## config.mk

```make
export PLATFORM = sky130hd
export DESIGN_NAME = led_fade_sequencer_flat
export DESIGN_NICKNAME = d
export VERILOG_FILES = /design/src/rtl/led_fade_sequencer_if.sv /design/src/rtl/led_fade_sequencer.sv /design/src/flat_wrapper.sv
export SDC_FILE = /design/constraint.sdc
export NUM_CORES = 1
export LEC_CHECK = 0
export CELL_PAD_IN_SITES_DETAIL_PLACEMENT = 2
export CELL_PAD_IN_SITES_GLOBAL_PLACEMENT = 2
export CORE_AREA = 2 2 68 102
export CTS_BUF_LIST = sky130_fd_sc_hd__clkbuf_8
export DETAILED_ROUTE_END_ITERATION = 16
export DIE_AREA = 0 0 70 104
export PLACE_DENSITY = 0.79
export SYNTH_ARGS = -nofsm -noshare
export SYNTH_HDL_FRONTEND = slang
export SYNTH_SLANG_ARGS = --single-unit
```

## constraint.sdc

```tcl
create_clock -name CLK_3p33MHZ -period 2 [get_ports CLK_3p33MHZ]
set_input_delay 0.4 -clock CLK_3p33MHZ [delete_from_list [all_inputs] [get_ports CLK_3p33MHZ]]
set_output_delay 0.4 -clock CLK_3p33MHZ [all_outputs]
set_load 0.1 [all_outputs]
```

## src/rtl/led_fade_sequencer_if.sv

```systemverilog
// Pin-level bundle between the fade sequencer and its controller/LED pins.
// The sequencer uses the slave modport; whoever drives ENABLE/DIR uses master.
interface led_fade_sequencer_if;
  logic       ENABLE;
  logic       DIR;
  logic       LED1;
  logic       LED2;
  logic       LED3;
  logic       LED4;
  logic [1:0] ACTIVE_CH;
  logic       BUSY;

  modport master (
    output ENABLE,
    output DIR,
    input  LED1,
    input  LED2,
    input  LED3,
    input  LED4,
    input  ACTIVE_CH,
    input  BUSY
  );

  modport slave (
    input  ENABLE,
    input  DIR,
    output LED1,
    output LED2,
    output LED3,
    output LED4,
    output ACTIVE_CH,
    output BUSY
  );
endinterface

```

## src/rtl/led_fade_sequencer.sv

```systemverilog
// Four-channel LED fade sequencer: one shared 32-step PWM engine is handed round the
// channels, each ramping up, holding at full, and ramping down before the next takes over.
module led_fade_sequencer #(
  parameter int unsigned PRESCALE    = 128,
  parameter int unsigned STEP_FRAMES = 64,
  parameter int unsigned HOLD_STEPS  = 16
) (
  input logic                 CLK_3p33MHZ,
  input logic                 RESET_N,
  led_fade_sequencer_if.slave bus
);

  localparam int unsigned PW = (PRESCALE > 1) ? $clog2(PRESCALE) : 1;
  localparam int unsigned FW = (STEP_FRAMES > 1) ? $clog2(STEP_FRAMES) : 1;
  localparam int unsigned HW = (HOLD_STEPS > 1) ? $clog2(HOLD_STEPS) : 1;

  localparam logic [PW-1:0] PrescLast = PW'(PRESCALE - 1);
  localparam logic [FW-1:0] FrameLast = FW'(STEP_FRAMES - 1);
  localparam logic [HW-1:0] HoldLast  = HW'(HOLD_STEPS - 1);

  typedef enum logic [2:0] {
    StIdle,
    StRampUp,
    StHold,
    StRampDown,
    StNext
  } state_e;

  state_e        state_q, state_d;
  logic [PW-1:0] presc_q, presc_d;
  logic [4:0]    pwm_q, pwm_d;
  logic [FW-1:0] frame_q, frame_d;
  logic [HW-1:0] hold_q, hold_d;
  logic [4:0]    duty_q, duty_d;
  logic [1:0]    ch_q, ch_d;
  logic [3:0]    led_q, led_d;

  logic running;
  logic tick;
  logic frame_end;
  logic step;

  // Timebase only advances while a channel is fading; NEXT freezes it for one clock so the
  // next channel starts on a clean frame boundary.
  assign running   = (state_q == StRampUp) || (state_q == StHold) || (state_q == StRampDown);
  assign tick      = running && (presc_q == PrescLast);
  assign frame_end = tick && (pwm_q == 5'd31);
  assign step      = frame_end && (frame_q == FrameLast);

  always_comb begin
    presc_d = presc_q;
    pwm_d   = pwm_q;
    frame_d = frame_q;
    if (state_q == StIdle) begin
      presc_d = '0;
      pwm_d   = '0;
      frame_d = '0;
    end else if (running) begin
      presc_d = tick ? '0 : presc_q + PW'(1);
      if (tick) begin
        pwm_d = pwm_q + 5'd1;
      end
      if (frame_end) begin
        frame_d = step ? '0 : frame_q + FW'(1);
      end
    end
  end

  always_comb begin
    state_d = state_q;
    duty_d  = duty_q;
    hold_d  = hold_q;
    ch_d    = ch_q;
    unique case (state_q)
      StIdle: begin
        duty_d = '0;
        hold_d = '0;
        if (bus.ENABLE) begin
          state_d = StRampUp;
        end
      end
      StRampUp: begin
        if (step) begin
          if (!bus.ENABLE) begin
            // Stopped before the first increment: nothing to ramp down.
            state_d = (duty_q == 5'd0) ? StNext : StRampDown;
          end else begin
            duty_d = duty_q + 5'd1;
            if (duty_q == 5'd30) begin
              state_d = StHold;
              hold_d  = '0;
            end
          end
        end
      end
      StHold: begin
        if (step) begin
          if (!bus.ENABLE || (hold_q == HoldLast)) begin
            state_d = StRampDown;
          end else begin
            hold_d = hold_q + HW'(1);
          end
        end
      end
      StRampDown: begin
        if (step) begin
          if (duty_q <= 5'd1) begin
            duty_d  = '0;
            state_d = StNext;
          end else begin
            duty_d = duty_q - 5'd1;
          end
        end
      end
      StNext: begin
        ch_d    = bus.DIR ? ch_q - 2'd1 : ch_q + 2'd1;
        state_d = bus.ENABLE ? StRampUp : StIdle;
      end
      default: begin
        state_d = StIdle;
      end
    endcase
  end

  always_comb begin
    led_d       = '0;
    led_d[ch_q] = (pwm_q < duty_q);
  end

  always_ff @(posedge CLK_3p33MHZ or negedge RESET_N) begin
    if (!RESET_N) begin
      state_q <= StIdle;
      presc_q <= '0;
      pwm_q   <= '0;
      frame_q <= '0;
      hold_q  <= '0;
      duty_q  <= '0;
      ch_q    <= '0;
      led_q   <= '0;
    end else begin
      state_q <= state_d;
      presc_q <= presc_d;
      pwm_q   <= pwm_d;
      frame_q <= frame_d;
      hold_q  <= hold_d;
      duty_q  <= duty_d;
      ch_q    <= ch_d;
      led_q   <= led_d;
    end
  end

  assign bus.LED1      = led_q[0];
  assign bus.LED2      = led_q[1];
  assign bus.LED3      = led_q[2];
  assign bus.LED4      = led_q[3];
  assign bus.ACTIVE_CH = ch_q;
  assign bus.BUSY      = (state_q != StIdle);

endmodule

```

## src/flat_wrapper.sv

```systemverilog
// flat-port wrapper written by rule: the top's interface ports become plain ports
module led_fade_sequencer_flat 
#(
  parameter int unsigned PRESCALE    = 128,
  parameter int unsigned STEP_FRAMES = 64,
  parameter int unsigned HOLD_STEPS  = 16
)
  (CLK_3p33MHZ, RESET_N, bus_ENABLE, bus_DIR, bus_LED1, bus_LED2, bus_LED3, bus_LED4, bus_ACTIVE_CH, bus_BUSY);
  led_fade_sequencer_if bus_i ();
  input logic CLK_3p33MHZ;
  input logic RESET_N;
  input wire logic [$bits(bus_i.ENABLE)-1:0] bus_ENABLE;
  input wire logic [$bits(bus_i.DIR)-1:0] bus_DIR;
  output wire logic [$bits(bus_i.LED1)-1:0] bus_LED1;
  output wire logic [$bits(bus_i.LED2)-1:0] bus_LED2;
  output wire logic [$bits(bus_i.LED3)-1:0] bus_LED3;
  output wire logic [$bits(bus_i.LED4)-1:0] bus_LED4;
  output wire logic [$bits(bus_i.ACTIVE_CH)-1:0] bus_ACTIVE_CH;
  output wire logic [$bits(bus_i.BUSY)-1:0] bus_BUSY;
  assign bus_i.ENABLE = bus_ENABLE;
  assign bus_i.DIR = bus_DIR;
  assign bus_LED1 = bus_i.LED1;
  assign bus_LED2 = bus_i.LED2;
  assign bus_LED3 = bus_i.LED3;
  assign bus_LED4 = bus_i.LED4;
  assign bus_ACTIVE_CH = bus_i.ACTIVE_CH;
  assign bus_BUSY = bus_i.BUSY;
  led_fade_sequencer #(.PRESCALE(PRESCALE), .STEP_FRAMES(STEP_FRAMES), .HOLD_STEPS(HOLD_STEPS)) u_core (.CLK_3p33MHZ(CLK_3p33MHZ), .RESET_N(RESET_N), .bus(bus_i));
endmodule
```

* Yosys cells after proc, flatten, opt, wreduce, memory -nomap -nowiden
Cells that the tools add are included.
** Storage, ports and cells
- Register bits after elaboration :: 36
- Bits in latches :: 0
- RAM bits :: 0
- ROM bits :: 0
- Bits of input ports :: 4
- Memories kept :: 0
** Operators by class
- $add $sub $neg :: 8
- Multiply operators :: 0
- Div/mod/pow operators :: 0
- Magnitude comparators :: 4
- Equal/unequal tests :: 19
- Shift operators :: 0
- Multiplexer cells :: 35
- Bitwise logic cells :: 1
- Reduce and logical (&&, ||, !) cells :: 21
** Operators by type and width (number)
- 5-bit two-way mux :: 7
- 3-bit two-way mux :: 9
- 6-bit two-way mux :: 4
- 7-bit two-way mux :: 3
- 4-bit two-way mux :: 5
- 3-bit one-hot mux with 5 select lines :: 1
- 5-bit one-hot mux with 3 select lines :: 1
- 2-bit != test, second input constant :: 6
- 4-bit one-hot mux with 3 select lines :: 1
- 5-bit by 1-bit adder with 5-bit output, second input constant :: 2
- 5-bit equality test, second input constant :: 2
- 3-bit nonzero test :: 3
- 7-bit by 1-bit adder with 7-bit output, second input constant :: 1
- 7-bit equality test, second input constant :: 1
- 7-bit AND reduction :: 1
- 6-bit by 1-bit adder with 6-bit output, second input constant :: 1
- 3-bit by 2-bit equality test with 1-bit output, second input constant :: 2
- 6-bit equality test, second input constant :: 1
- 2-bit by 1-bit != test with 1-bit output, second input constant :: 3
- 6-bit AND reduction :: 1
- 2-bit nonzero test :: 3
- 5-bit by 1-bit <= comparator with 1-bit output, second input constant :: 1
- 5-bit zero test :: 1
- 5-bit less-than comparator :: 1
- 20 further kinds :: 27

* Depth between registers and ports, before layout
- Depth in word-level cells :: 10
- Gate-level depth with buffers :: 8
- Mapped depth without buffers :: 8

* Least setup slack after synthesis
Ideal clock, no wire load.
- Kind :: flip-flop to flip-flop
- From :: reg u_core.pwm_q[0]
- To :: reg u_core.hold_q[3]
- Setup time :: 69 ps
- Arrival :: 1957 ps
- Data required time :: 1931 ps
- Slack :: -26 ps
- Cell stages (with the launch flop) :: 9
- Buffers on the path :: 0
- Cells stage by stage :: dfrtp_1 -> ha_1 -> and3_1 -> ha_1 -> nand4_1 -> nor2_2 -> nand4_2 -> or4_1 -> nand3_1
** Between the ends
- Longest elaborated chain between the ends :: 5
- Elaborated cells on any way between the ends :: 6
** Ends and longest elaborated chain
- start: declaration :: RTL line led_fade_sequencer.sv:31 : logic [4:0] pwm_q, pwm_d;
- start signal: assignment :: RTL line led_fade_sequencer.sv:143 : pwm_q <= pwm_d;
- 5-bit equality test (*) :: RTL line led_fade_sequencer.sv:47 : assign frame_end = tick && (pwm_q == 5'd31);
- 1-bit logical AND (*) :: RTL line led_fade_sequencer.sv:47
- 1-bit logical AND (*) :: RTL line led_fade_sequencer.sv:48 : assign step = frame_end && (frame_q == FrameLast);
- 2-bit by 1-bit != test with 1-bit output (no line)
- 6-bit AND reduction (no line) (*)
- end signal: assignment :: RTL line led_fade_sequencer.sv:145 : hold_q <= hold_d;
- end: declaration :: RTL line led_fade_sequencer.sv:33 : logic [HW-1:0] hold_q, hold_d;
Mark *: on every way between the ends. The rest lies on a longest branch, timed or not.
A chain may end at the register's enable or synchronous reset.

* Worst setup path after layout
Ends and elaborated chain as after synthesis.

==> results by group <==
Timing
  • Max Freq: a little under 500 MHz
  • Final worst slack: -62.5 ps
  • Final setup vio count: 6
  • Post-layout minimum cycle time: between 2000 and 2500 ps
  • Final clock skew: between 8 and 9 ps
  • Final period utilization: 103%
  • Worst-Margin Slew: roughly 600 ps
  • Fin. max-slew vios: 0
  • Final hold violations: 0
  • Setup TNS: -207 ps
  • Normalized max-slew margin: 60.3%
  • Unrepaired setup endpoints after global routing: true
  • Worst hold slack: 125 ps

Die
  • Core area: approximately 6400 um^2
  • DIE AREA: 7280 um^2
  • Row count: 36
  • Initial Utilization: around 34%
  • Ports: 11
  • Die Height: around 100 um
  • Die X: 70 um

Critical path
  • Critical Path Sink Type: flip-flop
  • Crit start category: flip-flop
  • Critical path class: flip-flop to flip-flop
  • Crit path required time: 2240 ps
  • Slowest stage cell, crit path: or4_4
  • CP Cell Sequence: ha_2 -> and3_4 -> ha_4 -> nand4_1 -> nor2_4 -> nand4_4 -> or4_4 -> nand3_2
  • Largest delay share family, worst path: simple AND/OR/NAND/NOR gates
  • Crit path DAT: approximately 2300 ps
  • Largest stage delay, worst path: 440 ps
  • Crit-path max FO: 6
  • CP bufs+invs: 0
  • Crit Reg-Reg Startpoint: u_core.pwm_q[0]$_DFFE_PN0P_
  • CP startpoint: u_core.pwm_q[0]$_DFFE_PN0P_

Power and ir drop
  • Clock power share: 42.1%
  • Pint: 0.000988 W
  • Net Sw Frac: 25.5%
  • Worst vdd ir: 0.509 mV
  • Pleak: 1.30 nW
  • Seq pwr share: 55.1%
  • Net Switching: between 0.0003 and 0.0004 W
  • Pwr dens: 473 nW/um^2
  • Combinational share of power: ~2.8%

Yosys
  • Most instantiated library cell after synthesis: dfrtp_1
  • Post-synth top cells: 36 x dfrtp_1, 22 x nand2_1, 21 x nor2_1, 14 x ha_1, 13 x inv_1
  • Yosys warnings: 0
  • Fraction of registers with async set/reset: 100%
  • Post-Syn Instances: 235
  • Seq/Total Area, Yosys: 41.5%
  • Cell taking the most area after synthesis: dfrtp_1
  • Post-synth top area share: 41.5%
  • Post-synth EDFFs: 0
  • #FFs+latches synth: 36
  • Synthesized net count: around 250
  • Dominant synthesized flop cell: dfrtp_1
  • Cell variety after synth: between 50 and 60
  • Area of the mapped netlist: 2170 um^2
  • Synth top area cells: dfrtp_1 41%, ha_1 8.1%, nand2_1 3.8%
  • Synthesized area per cell: 9.24 um^2

CTS
  • TritonCTS buffer count: 5
  • Sink Count: 36
  • Clock slew at reported path FFs: 80 ps
  • CTS root buf: clkbuf_8
  • Clock Tree Buf Depth: 2
  • H-tree depth: 2
  • CTS tree: built
  • Clk Latency, worst-skew pair: 310 ps

Placed design
  • PortBufs: 10
  • Placed cell count: 334
  • Hpwl dp: around 4.9 mm
  • RD Place Congestion: about 0.81
  • Dpl ws: -113 ps

Outcome
  • Status: complete, but fails checks
  • Failing checks: negative setup slack

Job
  • Max Cap Viol: 0

Global routing
  • Global-route wire length before repair: 10.8 mm
  • Vias in the first global route: ~2100
  • Tot GR Track Use: 18.9%
  • Initial antenna violation count: 0
  • Largest net degree at the start of global routing: 37
  • GR Overflow Total: 0

Routing
  • First-pass DRT Iterations: 4
  • Detail Route Antenna Nets: 0
  • Via density: approximately 5.6
  • DRT iter0 DRCs: 74
  • Via Count: 1958
  • Remaining DRCs: 0
  • Routed len/inst: 19.5 um
  • Final wirelength: about 7 mm

Finish
  • Area Overhead vs Synth: 28.9%
  • Ant diodes: 0
  • Fin cells: 352
  • Nets: about 290
  • Layout cells sized above 1: about 27%
  • Fillers: 701

Min path
  • Worst min-delay path class: primary input to async pin
==> power groups by stage <==
stage	clock [W]	combinational (W)	sequential [W]
after floorplan	0	0.00000889	0.000743
after global placement	0	0.0000347	0.000745
after detailed placement	0	0.0000358	0.000745
after CTS	0.000570	0.0000358	0.000730
after global routing	0.000596	0.0000428	0.000731
final	0.000558	0.0000369	0.000731
==> layout by cell type, fill, tap and decap left out, types with 3 or more instances in the layout <==
| cell type | count |
|---|---|
| inv_1 | 13 |
| nand3_1 | 10 |
| a31oi_1 | 3 |
| dfrtp_1 | 36 |
| xor2_1 | 7 |
| o21ai_0 | 7 |
| a22o_1 | 4 |
| o211ai_1 | 5 |
| xnor2_1 | 4 |
| buf_4 | 36 |
| ha_1 | 12 |
| a21oi_1 | 7 |
| buf_12 | 4 |
| nor3_1 | 6 |
| nand2_1 | 21 |
| nor2_1 | 20 |
| nand4_1 | 4 |
| nand2b_1 | 4 |
| nor3b_1 | 4 |
| clkbuf_8 | 5 |
==> per-layer routing <==
layer | track usage (%) | part of all wire (%) | vias to the layer above
met2 | 35.8 | 59 | 15
met1 | 20.3 | 37 | 1006
met4 | 7.14 | 2.7 | 0
met3 | 3.20 | 1.4 | 15
met5 | 0 | 0 | -
li1 | - | - | 922
==> final timing paths <==
check / end / slack (ps) / depth (start not counted)
worst max-delay path: u_core.hold_q[3]$_DFFE_PN0P_ / -60 / 8
worst min-delay path: u_core.state_q[0]$_DFFE_PN0P_ / 130 / 2
worst max register to register: u_core.hold_q[3]$_DFFE_PN0P_ / -60 / 8
worst min register to register: u_core.presc_q[1]$_DFFE_PN0P_ / 530 / 2
max in group asynchronous: u_core.duty_q[4]$_DFFE_PN0P_ / 1530 / 2
min in group CLK_3p33MHZ: u_core.presc_q[1]$_DFFE_PN0P_ / 530 / 2
==> cell families (layout without fill, tap and decap cells) <==
kind of cell	count (synthesis)	after routing	synth area share (%)
muxes	3	3	1.44
DFF	36	36	41.5
xor gates and xnor gates	11	11	4.44
buffers and inverters	23	64	4.32
adders and majority gates	14	14	8.06
and+or+nand+nor	96	96	23.7
AOI/OAI and AO/OA	52	52	16.6
==> area by class of cell <==
class	instances	area [um^2]	area share, %
timing repair buffer	43	375	13.4
clock inverter	3	23.8	0.849
clock buffer	5	68.8	2.46
multi-input combinational	176	1290	46.0
sequential	36	901	32.2
inverter	13	48.8	1.74
tap	76	95.1	3.40
==> state kept, by name, summed over array words and instances, names as in the netlist <==
signal                count
u_core.bus.ACTIVE_CH      2
u_core.duty_q             5
u_core.frame_q            6
u_core.hold_q             4
u_core.led_q              4
u_core.presc_q            7
u_core.pwm_q              5
u_core.state_q            3
==> stage by stage <==
stage / total power (W) / area (um^2) / utilization, %
finish: 0.00133 / 2800 / 43.8
global route: 0.00137 / 2800 / 43.8
CTS: 0.00134 / 2630 / 41.1
detailed placement: 0.000781 / 2510 / 39.3
global placement: 0.000780 / 2510 / 39.3
floorplan: 0.000752 / 2180 / -
==> repair_timing <==
action,4_1_cts,5_1_grt
setup buffers,2,8
pin swaps,2,11
resized for setup,2,22
hold buffers,0,0
endpoints found under the setup margin,9,21
hold endpoints to repair,0,0
Note: power is estimated with default switching activity, not from simulation.
